## config.mk

```make
export PLATFORM = sky130hd
export DESIGN_NAME = fft_bitrev_reorder
export DESIGN_NICKNAME = d
export VERILOG_FILES = /design/src/rtl/fft_bitrev_reorder_pkg.sv /design/src/rtl/fft_bitrev_reorder_ram.sv /design/src/rtl/fft_bitrev_reorder.sv
export SDC_FILE = /design/constraint.sdc
export NUM_CORES = 1
export LEC_CHECK = 0
export ABC_AREA = 0
export CAP_MARGIN = 5
export CORE_AREA = 2 2 296 298
export CTS_CLUSTER_DIAMETER = 200
export CTS_CLUSTER_SIZE = 25
export DETAILED_ROUTE_END_ITERATION = 10
export DIE_AREA = 0 0 298 300
export PLACE_DENSITY = 0.66
export SLEW_MARGIN = 20
export SYNTH_ARGS = -nofsm -noshare
export SYNTH_HDL_FRONTEND = slang
export SYNTH_HIERARCHICAL = 1
export SYNTH_SLANG_ARGS = --single-unit
```

## constraint.sdc

```tcl
create_clock -name clk -period 3.13 [get_ports clk]
set_clock_uncertainty 0.2 [all_clocks]
set_input_delay 0.4695 -clock clk [delete_from_list [all_inputs] [get_ports clk]]
set_output_delay 0.4695 -clock clk [all_outputs]
set_load 0.05 [all_outputs]
```

## src/rtl/fft_bitrev_reorder_pkg.sv

```systemverilog
// Shared radix-2 SDF FFT definitions: sample type, data width and
// bit-reversal helper used by the output reorder buffer.
package R2SdfDefinesPkg;

   localparam int DW = 16;
   localparam int BR_MAXW = 12;

   typedef struct packed {
      logic signed [DW-1:0] re;
      logic signed [DW-1:0] im;
   } Cplx;

   typedef enum logic {
      RD_IDLE,
      RD_READ
   } rd_state_e;

   // Reverses the low w bits of v (w <= BR_MAXW); upper bits return 0.
   function automatic logic [BR_MAXW-1:0] bitrev(
      input logic [BR_MAXW-1:0] v,
      input int                 w
   );
      logic [BR_MAXW-1:0] r;
      r = '0;
      for (int i = 0; i < BR_MAXW; i++) begin
         r[i] = v[BR_MAXW-1-i];
      end
      return r >> (BR_MAXW - w);
   endfunction

endpackage

```

## src/rtl/fft_bitrev_reorder_ram.sv

```systemverilog
// Ping/pong sample store: one write port, one registered read port,
// all activity gated by the pipeline clock enable.
module reorder_bank_ram #(
   parameter int AW = 5,
   parameter int W  = 32
) (
   input  logic          clk,
   input  logic          en,
   input  logic          we,
   input  logic [AW-1:0] waddr,
   input  logic [W-1:0]  wdata,
   input  logic [AW-1:0] raddr,
   output logic [W-1:0]  rdata
);

   logic [W-1:0] mem_q [0:(1<<AW)-1];
   logic [W-1:0] rdata_q;

   always_ff @(posedge clk) begin
      if (en) begin
         if (we) begin
            mem_q[waddr] <= wdata;
         end
         rdata_q <= mem_q[raddr];
      end
   end

   assign rdata = rdata_q;

endmodule

```

## src/rtl/fft_bitrev_reorder.sv

```systemverilog
// Converts bit-reversed SDF FFT output into natural frequency order
// using a ping/pong buffer; latency is two enabled cycles.
module fft_bitrev_reorder
   import R2SdfDefinesPkg::*;
#(
   parameter int STG = 4
) (
   input  logic clk,
   input  logic rst_n,
   input  logic en,
   input  Cplx  in,
   input  logic in_sync,
   output Cplx  out,
   output logic out_valid,
   output logic out_sync,
   output logic frame_err
);

   localparam logic [STG-1:0] LAST = '1;

   logic [STG-1:0] wcnt_q, wcnt_d;
   logic           wsel_q, wsel_d;
   logic           frame_err_q, frame_err_d;
   logic           out_valid_q, out_valid_d;
   logic           out_sync_q, out_sync_d;
   Cplx            out_q, out_d;

   rd_state_e      state_q;
   logic [STG-1:0] rcnt_q;
   logic           rd_v_q;
   logic           rd_last_q;

   logic [STG-1:0] wrev;
   Cplx            rd_data;

   assign wrev = STG'(bitrev(BR_MAXW'(wcnt_q), STG));

   reorder_bank_ram #(
      .AW (STG + 1),
      .W  (2 * DW)
   ) u_ram (
      .clk   (clk),
      .en    (en),
      .we    (1'b1),
      .waddr ({wsel_q, wrev}),
      .wdata (in),
      .raddr ({~wsel_q, rcnt_q}),
      .rdata (rd_data)
   );

   always_comb begin
      wcnt_d      = wcnt_q;
      wsel_d      = wsel_q;
      frame_err_d = frame_err_q;
      out_valid_d = out_valid_q;
      out_sync_d  = out_sync_q;
      out_d       = out_q;
      if (en) begin
         wcnt_d      = in_sync ? '0 : wcnt_q + 1'b1;
         wsel_d      = wsel_q ^ in_sync;
         frame_err_d = in_sync && (wcnt_q != LAST);
         out_valid_d = rd_v_q;
         out_sync_d  = rd_v_q && rd_last_q;
         if (rd_v_q) begin
            out_d = rd_data;
         end
      end
   end

   always_ff @(posedge clk or negedge rst_n) begin
      if (!rst_n) begin
         wcnt_q      <= '0;
         wsel_q      <= 1'b0;
         frame_err_q <= 1'b0;
         out_valid_q <= 1'b0;
         out_sync_q  <= 1'b0;
         out_q       <= '{re: '0, im: '0};
      end else begin
         wcnt_q      <= wcnt_d;
         wsel_q      <= wsel_d;
         frame_err_q <= frame_err_d;
         out_valid_q <= out_valid_d;
         out_sync_q  <= out_sync_d;
         out_q       <= out_d;
      end
   end

   // A handover always restarts the read, abandoning any frame in flight.
   always_ff @(posedge clk or negedge rst_n) begin
      if (!rst_n) begin
         state_q   <= RD_IDLE;
         rcnt_q    <= '0;
         rd_v_q    <= 1'b0;
         rd_last_q <= 1'b0;
      end else if (en) begin
         rd_v_q    <= (state_q == RD_READ);
         rd_last_q <= (state_q == RD_READ) && (rcnt_q == LAST);
         unique case (state_q)
            RD_IDLE: begin
               if (in_sync) begin
                  state_q <= RD_READ;
                  rcnt_q  <= '0;
               end
            end
            RD_READ: begin
               if (in_sync) begin
                  rcnt_q <= '0;
               end else if (rcnt_q == LAST) begin
                  state_q <= RD_IDLE;
                  rcnt_q  <= '0;
               end else begin
                  rcnt_q <= rcnt_q + 1'b1;
               end
            end
            default: begin
               state_q <= RD_IDLE;
            end
         endcase
      end
   end

   assign out       = out_q;
   assign out_valid = out_valid_q;
   assign out_sync  = out_sync_q;
   assign frame_err = frame_err_q;

endmodule

```

Yosys cells after proc, flatten, opt, wreduce, memory -nomap -nowiden
Memory sizes are Yosys's and may differ from the RTL's. A register that Yosys moved wholly into a read port is not among the register bits.
Cells that the tools add are included.

storage, ports and cells
  output and inout bits = 35
  memory bits (writable) = 1024
  word-level logic and storage cells = 36
  input bits = 36
  bits in registers = 47
  memories = 1

memories
  name         words  bits a word  read ports  clocked after memory_dff  write ports  RTL line                      text
  u_ram.mem_q  32     32           1           1                         1            fft_bitrev_reorder_ram.sv:16  logic [W-1:0] mem_q [0:(1<<AW)-1];

operators by class
  add/subtract/negate cells = 2
  bitwise gates (word level) = 3
  multiplexer cells = 11
  equality and inequality tests = 3
  reduce and logical (&&, ||, !) cells = 5

operator list
  kind                   count
  $mux W4                4
  $add A4 B1 Y4 const B  2
  $pmux W4 S2            1
  $mux W1                5
  $eq A4 B4 Y1 const B   1
  $ne A4 B4 Y1 const B   1
  $reduce_and A2 Y1      2
  $logic_and A1 B1 Y1    3
  $ne A2 B2 Y1 const B   1
  $not A1 Y1             2
  $pmux W1 S2            1
  $xor A1 B1 Y1          1

Logic depth before layout (Yosys ltp)
  word-level depth = 4
  gate-level depth with buffers = 8
  gate-level depth less buffers = 5

By module
Netlist, hierarchy kept.

modules (own cells, without submodules)
  module              area an instance (µm²)  instances  seq. area each (µm²)  cells each
  reorder_bank_ram    40814.1                 1          31710.4               2262
  fft_bitrev_reorder  1924.3                  1          1176.1                139

Worst setup path before layout
Ideal clock, no wire load.

  path kind = in2reg
  start point = in en
  end point = mem u_ram.mem_q[28][0], enable pin
  buffers on the path = 1
  data arrival time = 2369 ps
  data required time = 2509 ps
  stages on the path = 4
  setup slack = 140 ps
  setup time = 421 ps
  path through = nand2_1 -> or3_1 -> clkbuf_1 -> nor2_1

between the ends
  longest elaborated chain between the ends = 2

ends and longest elaborated chain
  item                           RTL line                      text
  start, declared                fft_bitrev_reorder.sv:10      input logic en,
  $mux W1                        fft_bitrev_reorder_ram.sv:20  if (en) begin
  $mux W1 (not written as such)  fft_bitrev_reorder_ram.sv:22  mem_q[waddr] <= wdata;
  end, declared                  fft_bitrev_reorder_ram.sv:16

Every way passes these cells.

==> metrics.sh <==
STATUS='finished clean'
GP_ROUTABILITY_CONGESTION=0.826
HOLDBUFCOUNTCTS=2
POST_CTS.RESIZED_INSTANCES=0
SYNTH-MAIN-FF-CELL='sky130_fd_sc_hd__edfxtp_1'
SYN_AVG_CELL_AREA_UM2=17.8
ANTENNA-DIODE-COUNT=0
WORST_VDD_DROP_mV=0.390
HP-CLASS='input port to register'
SYNTH.YOSYS.SEQ_AREA_SHARE_PCT=76.9
SYNTH.LIB_CELLS_USED.DISTINCT=41
CTS.REPAIR_TIMING.SETUP_BUFFER_COUNT=0
BOUNDARYPINS=71
WL_UM=101000
TRITONCTS.NUM_BUFFERS=50
AREA_DELTA_SYNTH_FINAL_PCT=10.6
DP.FINAL_HPWL_UM=58600
AVGROUTEDWIREPERCELL_UM=27.1
STDCELL_COUNT=3717
YS_TOP_CELLS_BY_AREA='sky130_fd_sc_hd__edfxtp_1 74%, sky130_fd_sc_hd__mux2i_1 12%, sky130_fd_sc_hd__dfrtp_1 2.8%, sky130_fd_sc_hd__a22oi_1 1.7%, sky130_fd_sc_hd__a22o_1 1.3%'
GRT_PASS1_VIAS=21800
TIMING.MAX_CAP.VIOLATIONS=0
SYNTH_LARGEST_TYPE_AREA_FRACTION_PCT=74.2
DP_WORST_SETUP_SLACK_NS=0.258
ANT_NETS=0
DIE_Y_UM=300
FIRST_PASS_GRT_WIRE_LENGTH_UM=146000
YOSYS_REGISTER_BITS=1103
SETUP_VIOLATIONS=0
YS_WARN_COUNT=6
CELL_COUNT_POST_PLACEMENT=3639
CP-END-KIND='register'
CLOCK-ROOT-BUFFER='sky130_fd_sc_hd__clkbuf_16'
FMAX_GHz=0.346
TOTAL_LEAKAGE_POWER_nW=15.3
DETAIL_ROUTE.ITER0.VIOLATIONS=2215
SETUP_TNS_NS=0
FP.DIEAREA_UM2=89400
GRT_OVERFLOW_TOTAL=0
CRITPATHKIND='register to register'
PLACEMENT_ROWS=108
FINAL_NETS=2576
ROUTE.DETAILED.VIAS_PER_INST=5.94
CTS.HTREE.LEVELS=2
SYNTHESIS.INSTANCES=2401
FINAL_CRITICAL_PATH_SETUP_SLACK_NS=0.238
CTS_TREE='done'
START_UTIL_PCT=49.6
ASYNC_RESET_FF_SHARE_PCT=4.26
WORST_SLEW_MARGIN_REL_PCT=30.6
PORT_BUFFER_COUNT=70
TIMING_WORST_SLEW_PIN_VALUE_NS=1.04
DR_TOTAL_VIAS=22100
BUFFER_LEVELS_ON_THE_LONGEST_CLOCK_PATH=3
CP-START-KIND='register'
TIMING_HOLD_VIOLATIONS_FINAL=0
SYNTHDOMINANTAREACELLTYPE='sky130_fd_sc_hd__edfxtp_1'
PATH_MAX_FANOUT=30
SETUP_REPAIR_AFTER_GLOBAL_ROUTING_MISSED_ITS_MARGIN='false'
CP_DATA_ARRIVAL_TIME_NS=3.00
WORST_EP_REQUIRED_TIME_NS=3.24
FINAL_PERIOD_MINUS_WORST_SETUP_SLACK_NS=2.89
DETAIL_ROUTE.DRC_VIOLATIONS=0
SYNTH_EDF_COUNT=1056
GRT_MAX_DEGREE=72
FIRSTDRTPASSITERS=5
CELLPOWERDENSITY_nW_PER_UM2=637
CLOCK_LATENCY_NS=0.65
CLOCK_SLEW_AT_THE_REGISTER_CLOCK_PINS_OF_THE_WORST_SETUP_AND_HOLD_PATHS_NS=0.10
GRTUSAGETOTAL_PCT=22.2
CORE_UM2=86200
FIN_CRIT_SH_PCT=92.4
DRV_SLEW=0
FINAL_LAYOUT_SIZE_SUFFIX_GT1_SHARE_PCT=11.1
CLKSINKCOUNT=1103
ANTENNA_VIOLATIONS_BEFORE_REPAIR=1
DIE-WIDTH_UM=298
SYNTHESIS.AREA_UM2=42700
-- path summary, 6_finish.rpt --
check,from,to,slack [ns],depth (start not counted)
max reg2reg,rcnt_q[0],u_ram/rdata[10],0.24,7
max in group asynchronous,rst_n,rcnt_q[0],1.78,2
min reg2reg,u_ram/rdata[7],out[7],0.27,1
min,in[18],u_ram/mem_q[30][18],0.15,1
max,rcnt_q[0],u_ram/rdata[10],0.24,7
min in group asynchronous,rst_n,out[2],0.29,2
-- kinds of logic after synthesis --
family	after synthesis	share of synthesized area, %
AOI/OAI and AO/OA	308	4.89
xor gates and xnor gates	1	0.0205
adders and majority gates	2	0.0585
buffers and inverters	142	1.98
DFF	1103	76.9
muxes	547	12.9
other	1	0.00877
and+or+nand+nor	297	3.19
-- cells in the final DEF (no fill, tap or decap), types with 32 or more instances in the layout --
cell type	instances
sky130_fd_sc_hd__buf_12	36
sky130_fd_sc_hd__buf_4	108
sky130_fd_sc_hd__a31oi_1	33
sky130_fd_sc_hd__nand2_1	102
sky130_fd_sc_hd__nor2_4	33
sky130_fd_sc_hd__nand3_1	102
sky130_fd_sc_hd__nor3_1	32
sky130_fd_sc_hd__a22o_1	64
sky130_fd_sc_hd__clkbuf_16	50
sky130_fd_sc_hd__dfrtp_1	46
sky130_fd_sc_hd__clkdlybuf4s50_1	62
sky130_fd_sc_hd__a21oi_1	98
sky130_fd_sc_hd__a22oi_1	96
sky130_fd_sc_hd__mux2i_1	514
sky130_fd_sc_hd__edfxtp_1	1056
-- state kept, by name, indices dropped and copies added (netlist names) --
name and count:
rd_last_q 1, state_q 1, u_ram/rdata 32, out_valid 1, out_sync 1, rcnt_q 4, out 32, frame_err 1
wcnt_q 4, wsel_q 1, rd_v_q 1, u_ram/mem_q 1024
-- synthesized netlist by cell type (2+ instances only) --
| master | instances |
|---|---|
| sky130_fd_sc_hd__nor2_1 | 37 |
| sky130_fd_sc_hd__a22oi_1 | 96 |
| sky130_fd_sc_hd__or3_1 | 2 |
| sky130_fd_sc_hd__nand2b_1 | 2 |
| sky130_fd_sc_hd__mux2_1 | 2 |
| sky130_fd_sc_hd__a31oi_1 | 33 |
| sky130_fd_sc_hd__buf_4 | 34 |
| sky130_fd_sc_hd__mux2i_1 | 514 |
| sky130_fd_sc_hd__ha_1 | 2 |
| sky130_fd_sc_hd__nor3_1 | 32 |
| sky130_fd_sc_hd__clkbuf_1 | 40 |
| sky130_fd_sc_hd__nor2b_1 | 4 |
| sky130_fd_sc_hd__buf_1 | 6 |
| sky130_fd_sc_hd__inv_1 | 9 |
| sky130_fd_sc_hd__o2bb2ai_1 | 4 |
| sky130_fd_sc_hd__buf_6 | 18 |
| sky130_fd_sc_hd__edfxtp_1 | 1056 |
| sky130_fd_sc_hd__nand2_1 | 103 |
| sky130_fd_sc_hd__a22o_1 | 64 |
| sky130_fd_sc_hd__mux2_2 | 31 |
| sky130_fd_sc_hd__nand3b_1 | 4 |
| sky130_fd_sc_hd__or3b_2 | 2 |
| sky130_fd_sc_hd__buf_2 | 33 |
| sky130_fd_sc_hd__nand3_1 | 102 |
| sky130_fd_sc_hd__nand4b_1 | 2 |
| sky130_fd_sc_hd__o21ai_0 | 10 |
| sky130_fd_sc_hd__clkbuf_4 | 2 |
| sky130_fd_sc_hd__dfrtp_1 | 47 |
| sky130_fd_sc_hd__a21oi_1 | 98 |
-- final cells by class --
type | count | area [um^2]
Fill cell | 6719 | 38900
Tap cell | 1155 | 1450
Clock inverter | 4 | 63.8
Multi-Input combinational cell | 1158 | 9290
Sequential cell | 1103 | 32900
Clock buffer | 72 | 1330
Timing Repair Buffer | 216 | 2210
Inverter | 9 | 33.8
-- layer usage --
metal / track usage, % / routed length (um) / vias up / part of all wire [%]
li1: - / - / 9704 / -
met1: 31.7 / 42900 / 11400 / 43
met2: 36.6 / 48500 / 813 / 48
met3: 3.01 / 6890 / 134 / 6.9
met4: 5.28 / 2310 / 0 / 2.3
met5: 0 / 0 / - / 0
-- worst max-delay path: stages (launching register included) --
cell and delay, ns:
sky130_fd_sc_hd__dfrtp_4 0.78, sky130_fd_sc_hd__buf_12 0.26, sky130_fd_sc_hd__buf_12 0.26, sky130_fd_sc_hd__mux2i_1 0.22, sky130_fd_sc_hd__a22o_1 0.16, sky130_fd_sc_hd__nor3_1 0.07, sky130_fd_sc_hd__a31oi_1 0.28, sky130_fd_sc_hd__nand3_1 0.27
-- per-stage QoR --
step | util [%] | instance area (um^2) | hold slack, ns | power (mW)
floorplan | - | 42700 | -0.0261 | 20.8
global placement | 53.2 | 45900 | 0.248 | 23.1
detailed placement | 53.2 | 45900 | 0.249 | 23.1
CTS | 54.9 | 47300 | 0.274 | 30.3
global route | 54.8 | 47300 | 0.168 | 31.1
finish | 54.8 | 47300 | 0.147 | 30.1
-- power breakdown --
part           leakage (nW)  total (mW)  internal, mW  switching [mW]
clock                 0.670        7.31          3.01            4.30
combinational          4.57        5.61          1.99            3.62
sequential             10.1        17.2          16.8           0.357
total                  15.3        30.1          21.8            8.28
No activity file was read; power rests on OpenSTA's default activity.
